### src/rtl/gray_ramp_tdc.sv
// Multi-channel single-slope TDC: registered Gray count plus a first-trip code latch per comparator channel.
// Optional macro GRAY_TDC_CMP_SYNC_EN adds a 2-flop synchroniser on every comparator input.
module gray_ramp_tdc #(
  parameter int W       = 8,
  parameter int N_CH    = 4,
  parameter int MAX_CNT = 2**W-1
) (
  input  logic              clk,
  input  logic              reset_n,
  input  logic              convert,
  input  logic [N_CH-1:0]   cmp,
  output logic [W-1:0]      gray_out,
  output logic [N_CH*W-1:0] ch_data,
  output logic [N_CH-1:0]   ch_valid,
  output logic [N_CH-1:0]   ch_ovf,
  output logic              busy,
  output logic              done
);

  typedef enum logic [1:0] {S_IDLE, S_COUNT, S_HOLD} state_t;

  localparam logic [W-1:0] LP_MAX      = W'(MAX_CNT);
  localparam logic [W-1:0] LP_GRAY_MAX = LP_MAX ^ (LP_MAX >> 1);

  state_t            r_state;
  state_t            w_stateNext;
  logic [W-1:0]      r_bin;
  logic [W-1:0]      r_gray;
  logic [W-1:0]      w_binInc;
  logic [N_CH*W-1:0] r_data;
  logic [N_CH-1:0]   r_valid;
  logic [N_CH-1:0]   r_ovf;
  logic [N_CH-1:0]   w_cmp;
  logic [N_CH-1:0]   w_trip;
  logic              w_allValid;
  logic              w_atMax;
  logic              w_keepCounting;

`ifdef GRAY_TDC_CMP_SYNC_EN
  logic [N_CH-1:0] r_sync1;
  logic [N_CH-1:0] r_sync2;

  always_ff @(posedge clk or negedge reset_n) begin
    if (!reset_n) begin
      r_sync1 <= '0;
      r_sync2 <= '0;
    end else begin
      r_sync1 <= cmp;
      r_sync2 <= r_sync1;
    end
  end

  assign w_cmp = r_sync2;
`else
  assign w_cmp = cmp;
`endif

  // A channel trips only on its first comparator high; channels set this edge count toward completion.
  assign w_trip         = w_cmp & ~r_valid;
  assign w_allValid     = &(r_valid | w_trip);
  assign w_atMax        = (r_bin == LP_MAX);
  assign w_keepCounting = convert && !w_allValid && !w_atMax;
  assign w_binInc       = r_bin + W'(1);

  always_ff @(posedge clk or negedge reset_n) begin
    if (!reset_n) begin
      r_state <= S_IDLE;
    end else begin
      r_state <= w_stateNext;
    end
  end

  always_comb begin
    w_stateNext = r_state;
    case (r_state)
      S_IDLE:  if (convert) w_stateNext = S_COUNT;
      S_COUNT: begin
        if (!convert)                   w_stateNext = S_IDLE;
        else if (w_allValid || w_atMax) w_stateNext = S_HOLD;
      end
      S_HOLD:  if (!convert) w_stateNext = S_IDLE;
      default: w_stateNext = S_IDLE;
    endcase
  end

  always_comb begin
    busy = (r_state == S_COUNT);
    done = (r_state == S_HOLD);
  end

  // bin stops (no increment) on the exit edge, so HOLD shows the code of the last COUNT cycle.
  always_ff @(posedge clk or negedge reset_n) begin
    if (!reset_n) begin
      r_bin   <= '0;
      r_gray  <= '0;
      r_data  <= '0;
      r_valid <= '0;
      r_ovf   <= '0;
    end else begin
      case (r_state)
        S_IDLE: begin
          r_bin  <= '0;
          r_gray <= '0;
          if (convert) begin
            r_data  <= '0;
            r_valid <= '0;
            r_ovf   <= '0;
          end
        end
        S_COUNT: begin
          if (!convert) begin
            r_bin   <= '0;
            r_gray  <= '0;
            r_valid <= '0;
            r_ovf   <= '0;
          end else begin
            for (int i = 0; i < N_CH; i++) begin
              if (w_trip[i]) begin
                r_data[i*W +: W] <= r_gray;
                r_valid[i]       <= 1'b1;
              end else if (!r_valid[i] && w_atMax) begin
                r_data[i*W +: W] <= LP_GRAY_MAX;
                r_valid[i]       <= 1'b1;
                r_ovf[i]         <= 1'b1;
              end
            end
            if (w_keepCounting) begin
              r_bin  <= w_binInc;
              r_gray <= w_binInc ^ (w_binInc >> 1);
            end
          end
        end
        S_HOLD: begin
          if (!convert) begin
            r_bin  <= '0;
            r_gray <= '0;
          end
        end
        default: begin
          r_bin  <= '0;
          r_gray <= '0;
        end
      endcase
    end
  end

  assign gray_out = r_gray;
  assign ch_data  = r_data;
  assign ch_valid = r_valid;
  assign ch_ovf   = r_ovf;

endmodule

### config.mk
export PLATFORM = sky130hd
export DESIGN_NAME = gray_ramp_tdc
export DESIGN_NICKNAME = d
export VERILOG_FILES = /design/src/rtl/gray_ramp_tdc.sv
export SDC_FILE = /design/constraint.sdc
export NUM_CORES = 1
export LEC_CHECK = 0
export ABC_AREA = 1
export CAP_MARGIN = 30
export CORE_ASPECT_RATIO = 2
export CORE_UTILIZATION = 52
export DETAILED_ROUTE_END_ITERATION = 7
export GPL_TIMING_DRIVEN = 0
export MAX_ROUTING_LAYER = met4
export PLACE_DENSITY_LB_ADDON = 0.05
export SYNTH_ARGS = -nofsm -noshare
export SYNTH_HDL_FRONTEND = slang
export SYNTH_SLANG_ARGS = --single-unit
### constraint.sdc
create_clock -name clk -period 1.9 [get_ports clk]
set_input_delay 0.38 -clock clk [delete_from_list [all_inputs] [get_ports clk]]
set_output_delay 0.38 -clock clk [all_outputs]
set_load 0.01 [all_outputs]
Word-level counts from Yosys, hierarchy flattened

Cells that the tools add are included.

Bitwise logic cells: 4
Shift-type cells: 0
Add/sub/neg operators: 1
Eq/ne operators: 24
Multiply operators: 0
Multiplexer cells: 40
Reduce and logical (&&, ||, !) cells: 30
Magnitude comparators: 0
Div/mod/pow operators: 0

Operators with widths:

| operator            | count |
|---|---|
| $mux 8              | 13 |
| $mux 32             | 2 |
| $pmux 32 s2         | 1 |
| $reduce_and 4->1    | 9 |
| $pmux 8 s2          | 2 |
| $ne 3x2->1 const B  | 6 |
| $ne 4x2->1 const B  | 4 |
| $pmux 4 s2          | 2 |
| $reduce_and 3->1    | 5 |
| $mux 1              | 12 |
| $mux 4              | 3 |
| $ne 3x1->1 const B  | 4 |
| $ne 3x3->1 const B  | 4 |
| $add 8x1->8 const B | 1 |
| $eq 8x8->1 const B  | 1 |
| $mux 2              | 4 |
| $xor 8x7->8         | 1 |
| $logic_and 1x1->1   | 6 |
| $logic_not 1->1     | 6 |
| $ne 2x2->1 const B  | 3 |
| $pmux 2 s3          | 1 |
| $and 4x4->4         | 1 |
| $not 4->4           | 1 |
| $or 4x4->4          | 1 |
| 6 further kinds     | 6 |

Output and inout port bits: 50
Bits in latches: 0
Logic and storage cells: 114
Bits in registers: 58
Memories kept: 0
Memory bits (read-only): 0
RAM bits: 0

Longest topological paths before layout

Depth after elaboration: 10
Mapped depth: 10

Worst setup path before layout

OpenSTA, ideal clock, no wires.

Kind: register to register
Start point: register r_bin[0]
End point: register r_data[18] (netlist: ch_data[18])
Clock period less this slack: 1.545 ns
Library setup time: 0.117 ns
Data arrival time: 1.428 ns
Data required time: 1.783 ns
Cell stages (with the launch flop): 10
Path slack: 0.355 ns
Cell sequence: dfrtp_1 -> ha_1 -> nand2_2 -> nor2_4 -> nand2_4 -> o21ai_2 -> nand2_2 -> buf_6 -> nand2_2 -> o21ai_2

Cells in the longest elaborated chain, start to end: 4

Ends and longest elaborated chain:

| element                       | RTL line | RTL |
|---|---|---|
| start, declared               | 27       | `logic [W-1:0] r_bin;` |
| start signal, assigned        | 128      | `r_bin <= w_binInc;` |
| $eq 8x8->1                    | 61       | `assign w_atMax = (r_bin == LP_MAX);` |
| $logic_and 1x1->1             | 121      | `end else if (!r_valid[i] && w_atMax) begin` |
| $ne 3x1->1 (no line)          | --       |  |
| $reduce_and 4->1 (no line)    | --       |  |
| end signal, assigned by index | 119      | `r_data[i*W +: W] <= r_gray;` |
| end, declared                 | 30       | `logic [N_CH*W-1:0] r_data;` |

Every way passes these cells.
A chain may end at the register's enable or synchronous reset.

Worst setup path after layout

Start point: register r_valid[0] (netlist: ch_valid[0])
End point: output ch_valid[0]

RTL lines:

| element                | RTL line | RTL |
|---|---|---|
| start, declared        | 31       | `logic [N_CH-1:0] r_valid;` |
| start signal, assigned | 97       | `r_valid <= '0;` |
| start signal, assigned | 106      | `r_valid <= '0;` |
| start signal, assigned | 114      | `r_valid <= '0;` |
| end, declared          | 14       | `output logic [N_CH-1:0] ch_valid,` |

No word-level cell between the ends.

==> metrics.txt <==
run status=finished clean; Clock Sinks=57; Tmin final=1.729 ns; Clock Latency Late Sink=0.34 ns; RD Place Congestion=0.8648; Layout area overhead=27.41%; Yosys top cell by area=dfrtp_1; Netlist Area Pre-Place=0.002990 sq mm; Seq/Total Area, Yosys=0.4770; Setup Fix Bufs, Post-CTS=0; Buffers on Ports=56; Finished Core Util=0.6968; VDD IR max=0.7123 mV; Crit Path Class=flip-flop to primary output; Syn. warnings=0; Synth Instances=372; CTS clk-pin slew, worst paths=0.06 ns; Die W=55.62 um; Post-DRT Antenna Nets=0; TritonRoute pass-1 iters=4; via count=2558; fillers=479; Iter 0 DRT Violations=104; Post-Syn Nets=380; global route overflow=0; RSZ-0062 raised after global routing=no; slowest stage delay, CP=0.58 ns; CP arrival=1.35 ns; Non-Filler Instances=502; Leak=1.822 nW; most frequent cell after synthesis=nand2_1; setup tns final=0 ns; delay-heaviest family, CP=buffers and inverters; Nets=448; row count=38; vias in the first global route=2599; hold-fix buffer count after cts=0; Slew Limit Fails=0; hold slack=0.03640 ns; max cap viols=0; Pwr Density=710.2 mW/mm^2; Total GRT Usage=0.2598; Avg Cell Area, Syn=8.039 sq um; worst min-delay path category=primary input to asynchronous set/reset pin; ys flop type=dfrtp_1; cells taking the most area after synthesis=dfrtp_1 (48%), nand2_1 (18%), o21ai_2 (7.9%); dpl cells=489; Worst setup EP type=primary output; Worst setup SP type=flip-flop; antenna violations before repair=0; Design Area, Final=0.003810 sq mm; Setup WS pre-CTS=-0.02971 ns; Tot Pwr=2.706 mW; Post-synth EDFFs=0; root buf cell=clkbuf_8; post-route setup slack=0.1713 ns; area share of the largest cell type after synthesis=0.4770; part of the cycle the worst path needs=0.9098; vias per cell=5.096; worst-margin pin slew=0.5703 ns; slowest CP cell=clkdlybuf4s50_1; Clock Path Buffers=2; post-DR wirelength/cell=13.82 um; async set-reset flop share out of synthesis=1.000; Placed Area=0.003641 sq mm; clk_skew=0.004931 ns; relative slew slack=0.6198; post-DP HPWL=5331 um; Reg2Reg Setup Slack=0.18 ns; Core Area=0.005468 sq mm; DIE HEIGHT=109.2 um; Crit Path Max Fanout=4; Finish-stage setup viols=0; CTS buffer count=9; CTS tree=yes; Routed WL=6940 um; crit-path cells=clkdlybuf4s50_1; f_max=0.5785 GHz; worst path bufs/invs=1; H-tree depth=3; Initial Utilization=0.5469; flops & latches, synth=57; largest net degree at the start of global routing=35; most instantiated cells after synthesis=nand2_1 (145), dfrtp_1 (57), nor2_1 (32); # diodes=0; Req. time, crit path=1.52 ns; global-route wire length before repair=11670 um; Final Hold Vio Count=0; share of layout cells above drive strength 1=0.1810; drc violations=0; Netlist cell types=20; PostCTS Resize Cnt=3; IO Count=57; full die area=0.006076 sq mm
==> flip-flops by register name, indices dropped and copies added, names as in the netlist <==
signal    cells
r_bin         8
ch_valid      4
ch_ovf        4
gray_out      7
ch_data      32
r_state       2
==> layout by cell type, fill, tap and decap left out <==
cell / count
nor2_1: 32
nand2_4: 3
nand3_1: 12
o21ai_0: 11
a21oi_1: 5
buf_4: 5
inv_2: 5
ha_2: 1
xnor2_1: 2
buf_12: 1
a21boi_0: 1
nor2_4: 4
o21ai_1: 9
dfrtp_1: 57
nand4_1: 4
nand2_2: 14
dlygate4sd2_1: 2
o21ai_2: 27
nor2_8: 1
clkbuf_1: 1
clkbuf_8: 12
clkdlybuf4s50_1: 53
nand2_1: 145
buf_2: 1
inv_1: 28
buf_6: 6
==> kinds of logic after synthesis <==
| family | after synthesis | share of synthesized area |
|---|---|---|
| AOI/OAI and AO/OA | 53 | 0.1234 |
| DFF | 57 | 0.4770 |
| adders and majority gates | 1 | 0.004183 |
| xor gates and xnor gates | 2 | 0.005859 |
| and+or+nand+nor | 215 | 0.3130 |
| buffers and inverters | 44 | 0.07657 |
==> path summary, 6_finish.rpt <==
path,startpoint,end,cells past startpoint
max in group asynchronous,reset_n,ch_data[12],2
min,reset_n,ch_data[28],1
min in group clk,ch_data[24],ch_data[24],2
max,ch_valid[0],ch_valid[0],1
max reg2reg,r_bin[0],ch_data[6],9
min reg2reg,ch_data[24],ch_data[24],2
==> where the power goes <==
group / leakage, nW / switching (mW) / total, mW / internal [mW]
clock network: 0.0875 / 0.435 / 0.993 / 0.558
registers: 0.785 / 0.0377 / 1.29 / 1.26
logic: 0.949 / 0.256 / 0.419 / 0.164
==> cell type report <==
class	instances	area, sq um	share of cell area
Sequential cell	57	1426	0.3744
Multi-Input combinational cell	271	1338	0.3511
Timing Repair Buffer	57	573.1	0.1504
Clock buffer	13	168.9	0.04434
Inverter	33	123.9	0.03251
Buffer	11	105.1	0.02759
Tap cell	60	75.07	0.01970
==> layer usage <==
| layer | global-route usage | up-vias | share of wire |
|---|---|---|---|
| met5 | - | - | 0 |
| met1 | 0.2516 | 1184 | 0.38 |
| met4 | 0.1339 | 0 | 0.026 |
| li1 | - | 1299 | - |
| met3 | 0.05219 | 13 | 0.036 |
| met2 | 0.4802 | 62 | 0.56 |
No activity file was read; power rests on OpenSTA's default activity.
